File: src/rtl/eth_rx_pkg.sv
// Shared types and sizing for the Ethernet receive header FIFO.
// ETH_RX_FIFO_OVF_EN adds the overflow status ports on eth_rx_fifo.
package eth_rx_pkg;

  typedef logic [7:0] eth_byte_t;

  localparam int ETH_RX_FIFO_DEPTH = 16;
  localparam int OVF_CNT_W         = 8;

endpackage

File: src/rtl/eth_rx_fifo_mem.sv
// DEPTH x 8 register file for the receive FIFO.
// One synchronous write port, one asynchronous read port, no reset.
import eth_rx_pkg::*;

module eth_rx_fifo_mem #(
  parameter int DEPTH = ETH_RX_FIFO_DEPTH,
  parameter int AW    = $clog2(DEPTH)
) (
  input  logic          clk,
  input  logic          we,
  input  logic [AW-1:0] waddr,
  input  eth_byte_t     wdata,
  input  logic [AW-1:0] raddr,
  output eth_byte_t     rdata
);

  eth_byte_t mem_q [DEPTH];

  always_ff @(posedge clk) begin
    if (we) begin
      mem_q[waddr] <= wdata;
    end
  end

  assign rdata = mem_q[raddr];

endmodule

File: src/rtl/eth_rx_fifo.sv
// FWFT byte FIFO capturing decoded SA/LEN header bytes.
// Define ETH_RX_FIFO_OVF_EN for the sticky overflow flag and drop counter.
import eth_rx_pkg::*;

module eth_rx_fifo #(
  parameter int DEPTH = ETH_RX_FIFO_DEPTH
) (
  input  logic                   clk,
  input  logic                   n_rst,
  input  eth_byte_t              E_Data,
  input  logic                   w_enable,
  output logic                   FULL,
  input  logic                   r_enable,
  output eth_byte_t              R_Data,
  output logic                   EMPTY,
  output logic [$clog2(DEPTH):0] count
`ifdef ETH_RX_FIFO_OVF_EN
  ,
  input  logic                   ovf_clr,
  output logic                   ovf,
  output logic [OVF_CNT_W-1:0]   ovf_count
`endif
);

  localparam int ADDR_W = $clog2(DEPTH);
  localparam int PTR_W  = ADDR_W + 1;
  localparam logic [PTR_W-1:0] ONE = PTR_W'(1);

  logic [PTR_W-1:0] wptr_q, wptr_d;
  logic [PTR_W-1:0] rptr_q, rptr_d;
  logic [PTR_W-1:0] cnt_q, cnt_d;
  logic             full_q, full_d;
  logic             empty_q, empty_d;
  logic             wr_ok, rd_ok;
  eth_byte_t        rdata;

  // Flags are registered, so acceptance only sees last edge's state.
  assign wr_ok = w_enable && !full_q;
  assign rd_ok = r_enable && !empty_q;

  always_comb begin
    wptr_d  = wr_ok ? wptr_q + ONE : wptr_q;
    rptr_d  = rd_ok ? rptr_q + ONE : rptr_q;
    cnt_d   = wptr_d - rptr_d;
    empty_d = (wptr_d == rptr_d);
    full_d  = (wptr_d[ADDR_W] != rptr_d[ADDR_W]) &&
              (wptr_d[ADDR_W-1:0] == rptr_d[ADDR_W-1:0]);
  end

  always_ff @(posedge clk or negedge n_rst) begin
    if (!n_rst) begin
      wptr_q  <= '0;
      rptr_q  <= '0;
      cnt_q   <= '0;
      full_q  <= 1'b0;
      empty_q <= 1'b1;
    end else begin
      wptr_q  <= wptr_d;
      rptr_q  <= rptr_d;
      cnt_q   <= cnt_d;
      full_q  <= full_d;
      empty_q <= empty_d;
    end
  end

  eth_rx_fifo_mem #(
    .DEPTH (DEPTH),
    .AW    (ADDR_W)
  ) u_mem (
    .clk   (clk),
    .we    (wr_ok),
    .waddr (wptr_q[ADDR_W-1:0]),
    .wdata (E_Data),
    .raddr (rptr_q[ADDR_W-1:0]),
    .rdata (rdata)
  );

  assign R_Data = empty_q ? 8'h00 : rdata;
  assign FULL   = full_q;
  assign EMPTY  = empty_q;
  assign count  = cnt_q;

`ifdef ETH_RX_FIFO_OVF_EN
  logic                 ovf_q, ovf_d;
  logic [OVF_CNT_W-1:0] ovf_cnt_q, ovf_cnt_d;
  logic                 drop;

  assign drop = w_enable && full_q;

  // A drop in the clearing cycle survives the clear as the first event.
  always_comb begin
    ovf_d     = ovf_q;
    ovf_cnt_d = ovf_cnt_q;
    if (ovf_clr) begin
      ovf_d     = drop;
      ovf_cnt_d = drop ? OVF_CNT_W'(1) : '0;
    end else if (drop) begin
      ovf_d = 1'b1;
      if (ovf_cnt_q != '1) begin
        ovf_cnt_d = ovf_cnt_q + OVF_CNT_W'(1);
      end
    end
  end

  always_ff @(posedge clk or negedge n_rst) begin
    if (!n_rst) begin
      ovf_q     <= 1'b0;
      ovf_cnt_q <= '0;
    end else begin
      ovf_q     <= ovf_d;
      ovf_cnt_q <= ovf_cnt_d;
    end
  end

  assign ovf       = ovf_q;
  assign ovf_count = ovf_cnt_q;
`endif

endmodule

File: config.mk
export PLATFORM = sky130hd
export DESIGN_NAME = eth_rx_fifo
export DESIGN_NICKNAME = d
export VERILOG_FILES = /design/src/rtl/eth_rx_pkg.sv /design/src/rtl/eth_rx_fifo_mem.sv /design/src/rtl/eth_rx_fifo.sv
export SDC_FILE = /design/constraint.sdc
export NUM_CORES = 1
export LEC_CHECK = 0
export ABC_AREA = 1
export BUFFER_PORTS_ARGS = -buffer_cell sky130_fd_sc_hd__buf_2
export CAP_MARGIN = 20
export CORE_ASPECT_RATIO = 1.4
export CORE_UTILIZATION = 30
export CTS_CLUSTER_DIAMETER = 100
export CTS_CLUSTER_SIZE = 30
export DETAILED_ROUTE_END_ITERATION = 16
export GPL_TIMING_DRIVEN = 1
export SLEW_MARGIN = 20
export SYNTH_ARGS = -nofsm -noshare
export SYNTH_HDL_FRONTEND = slang
export SYNTH_HIERARCHICAL = 1
export SYNTH_SLANG_ARGS = --single-unit
File: constraint.sdc
create_clock -name clk -period 2.2 [get_ports clk]
set_input_delay 0.33 -clock clk [delete_from_list [all_inputs] [get_ports clk]]
set_output_delay 0.33 -clock clk [all_outputs]
set_load 0.01 [all_outputs]
==> flow_summary.json, run 1 <==
{
  "synth_cells": 671,
  "crit_path_end_kind": "output port",
  "p_sw_mw": 4.44,
  "switching_share_pct": 39.4,
  "skew_ns": 0.00919,
  "antenna_found_initial": 0,
  "path_max_fanout": 9,
  "cts_buffers": 17,
  "gr-usage-all-layers_pct": 15.3,
  "routed_via_density": 4.41,
  "gr-total-overflow": 0,
  "dr.pass1.iters": 4,
  "grt_pass1_wl_um": 25300,
  "wirelength_um": 16100,
  "htreeDepth": 4,
  "synth_simple_gate_area_share_pct": 22.9,
  "ant_nets": 0,
  "synth.avg_cell_area_um2": 9.86,
  "die-area_um2": 22700,
  "antennaDiodeCount": 0,
  "synth_mux_area_share_pct": 0,
  "fin_crit_sh_pct": 105,
  "vdd_ir_drop_max_mv": 0.779,
  "synth_seq_cells": 145,
  "ioPinCount": 27,
  "final_area_um2": 8170,
  "max_slew_margin_pct": 74.5,
  "tns_ns": -0.477,
  "area_growth_pct": 23.5,
  "worst_pin_slew_ns": 0.383,
  "p_leak_nw": 3.60,
  "crit_type": "reg -> out",
  "drive_above_1_share_pct": 20.5,
  "final.min_clock_period_ns": 2.30,
  "place_ws_ns": 0.216,
  "cap_viol_max_count": 0,
  "synth_seq_area_share_pct": 64.5,
  "synth_cell_type_count": 30,
  "drtIter0Drc": 301,
  "p_seq_share_pct": 32.3,
  "cp-start-kind": "register",
  "async_flop_share_pct": 11.7,
  "crit_required_ns": 1.87,
  "pwr-share-comb_pct": 44.0,
  "coreArea_um2": 21400,
  "clockRootBuffer": "clkbuf_16",
  "start_util_pct": 30.9,
  "layout_commonest_cell": "nand2_1",
  "drc": 0,
  "syn_nets": 688,
  "die_height_um": 178,
  "yosys.area_share.xor_xnor_pct": 0.775,
  "final_cell_mix": "nand2_1, edfxtp_1, inv_1",
  "globalplace.congestion": 0.777,
  "synth_top_family_by_area": "simple AND/OR/NAND/NOR gates",
  "cts_buffer_depth": 2,
  "p_per_area_nw_per_um2": 1380,
  "max_freq_ghz": 0.435,
  "fin_util_pct": 38.1,
  "grt_max_degree": 34,
  "synth_ff_type": "edfxtp_1",
  "worst_slack_ns": -0.101,
  "clockPowerShare_pct": 23.7,
  "cts_tree": "built",
  "drt-wirelength-per-cell_um": 15.5,
  "synth_edf_count": 128,
  "p_int_mw": 6.82,
  "fin_nets": 746,
  "reg2regPathDepth": 9,
  "setup_violations": 8,
  "vias": 4559,
  "synth-compound-area-share_pct": 0.624,
  "synthAdderAreaFrac_pct": 1.06,
  "whs_path_depth": 3,
  "violations": "negative setup slack",
  "clock_latency_ns": 0.42,
  "nFillCells": 2102,
  "worstPathArrival_ns": 1.97,
  "placed_area_um2": 7180,
  "hold_viol_final": 0,
  "cts.sinks": 145,
  "syn_area_um2": 6620,
  "die_x_um": 128,
  "yosys_warnings": 6,
  "num_rows": 63,
  "finalMaxSlewViolations": 0,
  "dpl.hpwl_um": 9330,
  "rsz0062_at_grt": "true",
  "grt_pass1_vias": 4537,
  "status": "finished, violations left",
  "clk_pin_slew_worst_paths_ns": 0.06,
  "port_buffers": 26,
  "min_path_type": "in -> reg"
}
==> metrics by stage <==
stage	total power [mW]	std cells	hold WS [ns]
CTS	11.3	1034	0.253
finish	11.3	1034	0.271
global placement	7.64	990	0.272
detailed placement	7.66	990	0.276
floorplan	6.42	671	0.0344
global route	12.0	1034	0.272
==> synth_stat cells, types with 3 or more instances <==
master | count | area [µm²]
nand2_1 | 200 | 751
buf_6 | 7 | 78.8
inv_1 | 123 | 462
buf_2 | 13 | 65.1
nand4_1 | 4 | 25.0
o21ai_1 | 3 | 15.0
nor2_2 | 3 | 18.8
buf_4 | 4 | 30.0
nand2_2 | 6 | 37.5
nand3_1 | 102 | 510
nor2_1 | 33 | 124
edfxtp_1 | 128 | 3840
inv_2 | 6 | 22.5
dfrtp_1 | 16 | 400
ha_1 | 4 | 50.1
==> final cells by class <==
type	count	area (µm²)	area share (%)
tap	292	365	4.47
clock buffer	18	429	5.25
timing repair buffer	64	653	7.99
clock inverter	14	121	1.49
multi-input combinational	371	1840	22.5
sequential	145	4270	52.3
inverter	130	495	6.06
==> logic make-up (layout without fill, tap and decap cells) <==
| kind of cell | Yosys count | count (layout) |
|---|---|---|
| AND/OR/NAND/NOR | 354 | 354 |
| XOR/XNOR | 5 | 5 |
| buffers and inverters | 155 | 226 |
| adder cells (fa/ha/maj) | 5 | 5 |
| AO/OA/AOI/OAI | 7 | 7 |
| flip-flops | 145 | 145 |
==> critical path: stages (launching register included) <==
cell and delay [ns]:
dfrtp_2 0.48, inv_6 0.08, buf_12 0.15, buf_16 0.14, nand2_1 0.07, nand3_1 0.08
nand3_1 0.10, nand3_1 0.09, nand2_2 0.10, inv_1 0.04, nor2_1 0.08, buf_2 0.13
==> metal layers <==
metal / global-route usage (%) / share of wire, % / vias to the layer above
met5: 0 / 0 / -
met4: 6.99 / 2.3 / 0
met3: 2.53 / 4.2 / 22
met2: 27.2 / 52 / 123
met1: 17.8 / 42 / 2161
li1: - / - / 2253
==> power by group through the flow <==
stage                     sequential, mW  clock, mW  combinational [mW]
after detailed placement            3.68          0                3.98
after global routing                3.68       2.83                5.46
after CTS                           3.64       2.71                4.93
after global placement              3.67          0                3.97
final                               3.64       2.67                4.95
after floorplan                     3.63          0                2.79
==> final timing paths <==
check | start | endpoint | slack (ns)
worst min register to register | wptr_q[4] | wptr_q[4] | 0.53
max in group asynchronous | n_rst | EMPTY | 1.52
worst max-delay path | rptr_q[0] | R_Data[5] | -0.10
min in group asynchronous | n_rst | asynchronous set/reset pin | 0.37
worst min-delay path | r_enable | rptr_q[2] | 0.27
worst max register to register | rptr_q[0] | count[3] | 0.13
==> sequential cells by signal, indices dropped and copies added, names as in the netlist, named ones only <==
name,cells
rptr_q,5
FULL,1
EMPTY,1
wptr_q,4
count,5
u_mem/mem_q,128
==> repair_timing <==
action                                 CTS  global route
hold buffers                             1             0
setup endpoints to repair                8            10
buffers inserted                         4             0
resized for setup                       44             4
pin swaps                               16             0
cloned                                   7             0
endpoints found under the hold margin   16             0
No activity file was read; power rests on OpenSTA's default activity.
==> inputs of run 2 (changes only) <==
--- a/config.mk
+++ b/config.mk
@@ -5,7 +5,6 @@
 export SDC_FILE = /design/constraint.sdc
 export NUM_CORES = 1
 export LEC_CHECK = 0
-export ABC_AREA = 1
 export BUFFER_PORTS_ARGS = -buffer_cell sky130_fd_sc_hd__buf_2
 export CAP_MARGIN = 20
 export CORE_ASPECT_RATIO = 1.4
==> flow_summary.json, run 2 <==
{
  "cts_tree": "built",
  "yosysTopAreaCell": "edfxtp_1",
  "ioPinCount": 27,
  "reg2regPathDepth": 9,
  "area_growth_pct": 25.7,
  "timing.rr.end": "count[4]",
  "crit_type": "reg -> out",
  "hold_viol_final": 0,
  "vias": 3015,
  "p_int_mw": 7.58,
  "htreeDepth": 4,
  "fin_crit_sh_pct": 120,
  "rsz0062_at_grt": "true",
  "num_rows": 60,
  "die_height_um": 168,
  "syn_nets": 308,
  "routed_via_density": 4.73,
  "drt-met1-wl_um": 5050,
  "whs_path_depth": 1,
  "highest_layer": "met4",
  "worst_slack_ns": -0.436,
  "cap_viol_max_count": 0,
  "yosysMostFrequentCell": "edfxtp_1",
  "gr-usage-all-layers_pct": 13.1,
  "p_seq_share_pct": 33.3,
  "synthTopCellsByCount": "edfxtp_1, mux4_2, a22oi_1, dfrtp_1, mux4_1",
  "largest_reg_flops": 128,
  "place_inst": 595,
  "pwr-share-comb_pct": 40.6,
  "crit_path_end": "R_Data[0]",
  "synth.area.top_cells": "edfxtp_1, mux4_2, dfrtp_1, mux4_1, a22oi_1",
  "clk_pin_slew_worst_paths_ns": 0.06,
  "coreArea_um2": 19300,
  "path_max_fanout": 5,
  "synth_seq_area_share_pct": 72.3,
  "p_per_area_nw_per_um2": 1490,
  "start_util_pct": 30.6,
  "route.met3.wl_um": 482,
  "final.min_clock_period_ns": 2.64,
  "min_from": "E_Data[4]",
  "antenna_found_initial": 1,
  "p_leak_nw": 2.62,
  "die-area_um2": 20300,
  "min_path_type": "in -> reg",
  "synth_edf_count": 128,
  "fin_util_pct": 38.5,
  "synth_top_cell_area_share_pct": 65.1,
  "cts_buffers": 17,
  "skew_ns": 0.00656,
  "final_cell_mix": "edfxtp_1, buf_4, mux4_2",
  "antennaDiodeCount": 0,
  "finalMaxSlewViolations": 0,
  "cts_buffer_depth": 2,
  "synth_ff_type": "edfxtp_1",
  "fin_nets": 393,
  "syn_area_um2": 5910,
  "crit_path_end_kind": "output port",
  "clock_latency_ns": 0.42,
  "async_flop_share_pct": 11.7,
  "max_slew_margin_pct": 52.9,
  "violations": "negative setup slack",
  "status": "finished, violations left",
  "setup_violations": 10,
  "grt_max_degree": 34,
  "layout_commonest_cell": "edfxtp_1",
  "synth_cells": 291,
  "crit_required_ns": 1.87,
  "top_register": "u_mem/mem_q",
  "ant_nets": 0,
  "dr.pass1.iters": 5,
  "switching_share_pct": 31.4,
  "gr-total-overflow": 0,
  "worst_pin_slew_ns": 0.705,
  "wl_met2_um": 6670,
  "fin_cells": 637,
  "r2r-start": "rptr_q[0]",
  "wirelength_um": 12400,
  "crit_start": "rptr_q[0]",
  "max_freq_ghz": 0.379,
  "port_buffers": 26,
  "yosys_warnings": 6,
  "cp-start-kind": "register",
  "cts.sinks": 145,
  "vdd_ir_drop_max_mv": 1.04,
  "die_x_um": 121,
  "drt-wirelength-per-cell_um": 19.4,
  "drc": 0,
  "grt_pass1_vias": 3218,
  "drtIter0Drc": 194,
  "synth_seq_cells": 145,
  "synth_cell_type_count": 38,
  "clockRootBuffer": "clkbuf_16",
  "p_sw_mw": 3.46,
  "worstPathArrival_ns": 2.31,
  "drive_above_1_share_pct": 44.0,
  "globalplace.congestion": 0.747,
  "clockPowerShare_pct": 26.0,
  "ff2ff_setup_slack_ns": -0.21,
  "synth.avg_cell_area_um2": 20.3,
  "grt_pass1_wl_um": 19200,
  "dpl.hpwl_um": 8220
}
run 2: changes by cell type after synthesis, moves of 6 or more:
cell / change
inv_1: -115
nand2_2: -6
nor2_1: -20
nand3_1: -101
buf_2: -9
mux4_1: +14
mux4_2: +18
inv_2: -6
a22oi_1: +16
and2b_2: +8
nand2_1: -190
run 2: cells by family after synthesis:
kind of cell             share of synthesized area [%]
AO/OA/AOI/OAI                                     2.16
XOR/XNOR                                          2.52
adder cells (fa/ha/maj)                           1.74
buffers and inverters                             2.05
flip-flops                                        72.3
multiplexers                                      13.5
AND/OR/NAND/NOR                                   5.78
run 2: area by class of cell:
cell class,instances,area (µm²)
clock buffers,18,429
clock inverters,14,163
fillers,1711,11900
inverters,8,32.5
multi-input cells,127,1570
flip-flops and latches,145,4270
well taps,248,310
repair buffers,77,648
run 2: how the worst min path moves through the flow:
| stage | to | slack [ns] |
|---|---|---|
| 4_1_cts | u_mem/mem_q[8][4] | 0.28 |
| 3_3_place_gp | rptr_q[2] | 0.27 |
| 6_report | u_mem/mem_q[11][4] | 0.28 |
| 3_5_place_dp | rptr_q[2] | 0.27 |
| 5_1_grt | u_mem/mem_q[10][7] | 0.29 |
| 2_1_floorplan | FULL | 0.03 |
run 2: power groups by stage:
stage               logic (mW)  clock network (mW)  registers (mW)
finish                    4.49                2.87            3.68
global route              4.87                3.02            3.73
CTS                       4.41                2.91            3.68
detailed placement        3.87                   0            3.72
global placement          3.81                   0            3.69
floorplan                 2.50                   0            3.74
run 2: metal layers:
metal,up-vias,GRT usage (%)
met5,-,0
met4,0,5.64
met3,15,2.57
met2,71,22.7
met1,1590,15.8
li1,1339,-
run 2: critical path, stage by stage, from the launching register on:
cell     delay, ns
dfrtp_2       0.48
buf_4         0.20
mux4_2        0.54
a22oi_2       0.26
nand2_1       0.08
and2b_2       0.18
buf_2         0.13
run 2: repair_timing:
| action | CTS | global route |
|---|---|---|
| setup buffers | 4 | 4 |
| cloned | 1 | 0 |
| hold buffers | 1 | 0 |
| gates resized for setup | 31 | 8 |
| setup endpoints to repair | 14 | 10 |
| hold endpoints to repair | 16 | 0 |
| pin swaps | 6 | 3 |
run 2: stage by stage:
| stage | hold WS [ns] | setup TNS (ns) | area [µm²] | total power, mW | setup WS (ns) |
|---|---|---|---|---|---|
| finish | 0.284 | -3.60 | 7430 | 11.0 | -0.436 |
| global placement | 0.272 | -0.749 | 6610 | 7.50 | -0.134 |
| global route | 0.294 | -4.50 | 7430 | 11.6 | -0.523 |
| CTS | 0.284 | -3.89 | 7360 | 11.0 | -0.461 |
| detailed placement | 0.274 | -1.16 | 6610 | 7.60 | -0.188 |
| floorplan | 0.0344 | -0.0890 | 5920 | 6.24 | -0.0890 |
==> inputs of run 3 (changes only) <==
--- a/config.mk
+++ b/config.mk
@@ -5,13 +5,13 @@
 export SDC_FILE = /design/constraint.sdc
 export NUM_CORES = 1
 export LEC_CHECK = 0
-export BUFFER_PORTS_ARGS = -buffer_cell sky130_fd_sc_hd__buf_2
 export CAP_MARGIN = 20
 export CORE_ASPECT_RATIO = 1.4
 export CORE_UTILIZATION = 30
 export CTS_CLUSTER_DIAMETER = 100
 export CTS_CLUSTER_SIZE = 30
 export DETAILED_ROUTE_END_ITERATION = 16
+export DONT_BUFFER_PORTS = 1
 export GPL_TIMING_DRIVEN = 1
 export SLEW_MARGIN = 20
 export SYNTH_ARGS = -nofsm -noshare
==> flow_summary.json, run 3 (synthesis gave the netlist of run 2 again) <==
{
  "worstPathArrival_ns": 2.19,
  "start_util_pct": 30.6,
  "worst-path-buf-inv": 2,
  "p_sw_mw": 3.25,
  "largest_reg_flops": 128,
  "ff2ff_setup_slack_ns": -0.15,
  "crit_required_ns": 1.87,
  "layout_commonest_cell": "edfxtp_1",
  "die_height_um": 168,
  "clk_pin_slew_worst_paths_ns": 0.06,
  "drc": 0,
  "cts_buffer_depth": 2,
  "dpl.hpwl_um": 7900,
  "grt_max_degree": 35,
  "p_int_mw": 7.18,
  "max_slew_margin_pct": 49.1,
  "vias": 2886,
  "path_max_fanout": 8,
  "hold_viol_final": 0,
  "area_growth_pct": 22.9,
  "clockRootBuffer": "clkbuf_16",
  "rsz0062_at_grt": "true",
  "final.min_clock_period_ns": 2.52,
  "die_x_um": 121,
  "antenna_found_initial": 1,
  "max_stage_delay_ns": 0.50,
  "cp_slowest_cell": "mux4_2",
  "place_inst": 565,
  "vdd_ir_drop_max_mv": 1.03,
  "die-area_um2": 20300,
  "grt_pass1_vias": 3173,
  "min_path_type": "in -> reg",
  "cts_tree": "built",
  "clock_latency_ns": 0.41,
  "pwr-share-comb_pct": 37.6,
  "holdWs_ns": 0.162,
  "grt_pass1_wl_um": 18200,
  "drive_above_1_share_pct": 37.2,
  "crit_type": "reg -> out",
  "p_per_area_nw_per_um2": 1440,
  "setup_violations": 10,
  "switching_share_pct": 31.1,
  "globalplace.congestion": 0.810,
  "path_cells": "buf_12 > buf_8 > mux4_2 > a22oi_1 > nand2_1 > and2b_2",
  "cap_viol_max_count": 0,
  "coreArea_um2": 19300,
  "fin_crit_sh_pct": 115,
  "skew_ns": 0.00532,
  "top_register": "u_mem/mem_q",
  "ant_nets": 0,
  "violations": "negative setup slack",
  "finalMaxSlewViolations": 0,
  "ioPinCount": 27,
  "fin_nets": 368,
  "routed_via_density": 4.72,
  "p_seq_share_pct": 35.6,
  "num_rows": 60,
  "drt-wirelength-per-cell_um": 19.2,
  "p_leak_nw": 2.49,
  "cp-start-kind": "register",
  "port_buffers": 0,
  "cts.sinks": 145,
  "final_cell_mix": "edfxtp_1, buf_4, mux4_2",
  "status": "finished, violations left",
  "dr.pass1.iters": 4,
  "worst_pin_slew_ns": 0.761,
  "gr-total-overflow": 0,
  "crit_family": "multiplexers",
  "drtIter0Drc": 176,
  "worst_slack_ns": -0.322,
  "crit_path_end_kind": "output port",
  "clockPowerShare_pct": 26.8,
  "fin_util_pct": 37.6,
  "gr-usage-all-layers_pct": 12.7,
  "wirelength_um": 11800,
  "max_freq_ghz": 0.396,
  "cts_buffers": 17,
  "power_mw": 10.4,
  "fin_cells": 612,
  "htreeDepth": 4,
  "tns_ns": -2.58
}
==> run 3: cell types whose count changed in the layout (fill, tap and decap cells not counted), moves of 2 or more <==
cell | previous run | this run
buf_2 | 21 | 0
dlygate4sd3_1 | 1 | 9
buf_4 | 40 | 34
buf_6 | 8 | 2
a22oi_1 | 7 | 5
a22oi_2 | 9 | 11
inv_6 | 2 | 0
nor2b_1 | 2 | 0
nor2b_2 | 1 | 3
==> run 3: timing repair <==
action | in CTS | in global routing
gates cloned | 1 | 0
pin swaps | 9 | 8
setup buffers | 4 | 2
hold buffers | 9 | 0
resized for setup | 21 | 9
setup endpoints to repair | 10 | 10
endpoints found under the hold margin | 145 | 0
==> run 3: power by group through the flow <==
stage | registers (mW) | logic [mW] | clock network (mW)
after floorplan | 3.74 | 2.50 | 0
after global placement | 3.73 | 3.51 | 0
after detailed placement | 3.76 | 3.55 | 0
after CTS | 3.71 | 3.97 | 2.85
after global routing | 3.76 | 4.28 | 2.93
final | 3.72 | 3.92 | 2.79
==> run 3: worst paths after layout <==
path,end,cells after the start,from
worst min-delay path,rptr_q[2],3,r_enable
max in group asynchronous,wptr_q[1],1,n_rst
min in group asynchronous,count[0],1,n_rst
worst max register to register,count[3],8,rptr_q[0]
worst max-delay path,R_Data[0],6,rptr_q[0]
worst min register to register,wptr_q[4],2,wptr_q[4]
==> run 3: metrics by stage <==
| stage | worst slack [ns] | instance area (µm²) |
|---|---|---|
| 2_1_floorplan | -0.0890 | 5920 |
| 3_3_place_gp | -0.0415 | 6450 |
| 3_5_place_dp | -0.122 | 6450 |
| 4_1_cts | -0.376 | 7240 |
| 5_1_grt | -0.408 | 7260 |
| 6_report | -0.322 | 7260 |
==> run 3: worst reg2reg max path, cell delays in order (launching register included) <==
cell	delay (ns)
dfrtp_2	0.47
buf_4	0.18
ha_1	0.27
mux2_2	0.28
inv_2	0.07
ha_1	0.24
a21o_1	0.19
maj3_1	0.36
xnor2_1	0.14
==> run 3: routing by layer <==
metal,up-vias,track usage [%],part of all wire [%]
met3,14,3.79,4.0
li1,1290,-,-
met4,0,4.99,1.5
met1,1524,14.3,41
met5,-,0,0
met2,58,22.1,54
==> run 3: layout make-up <==
type,instances,area (µm²)
clock inverters,12,143
clock buffers,19,433
fillers,1743,12000
flip-flops and latches,145,4270
diodes,1,2.50
well taps,248,310
multi-input cells,127,1560
inverters,8,30.0
repair buffers,52,503
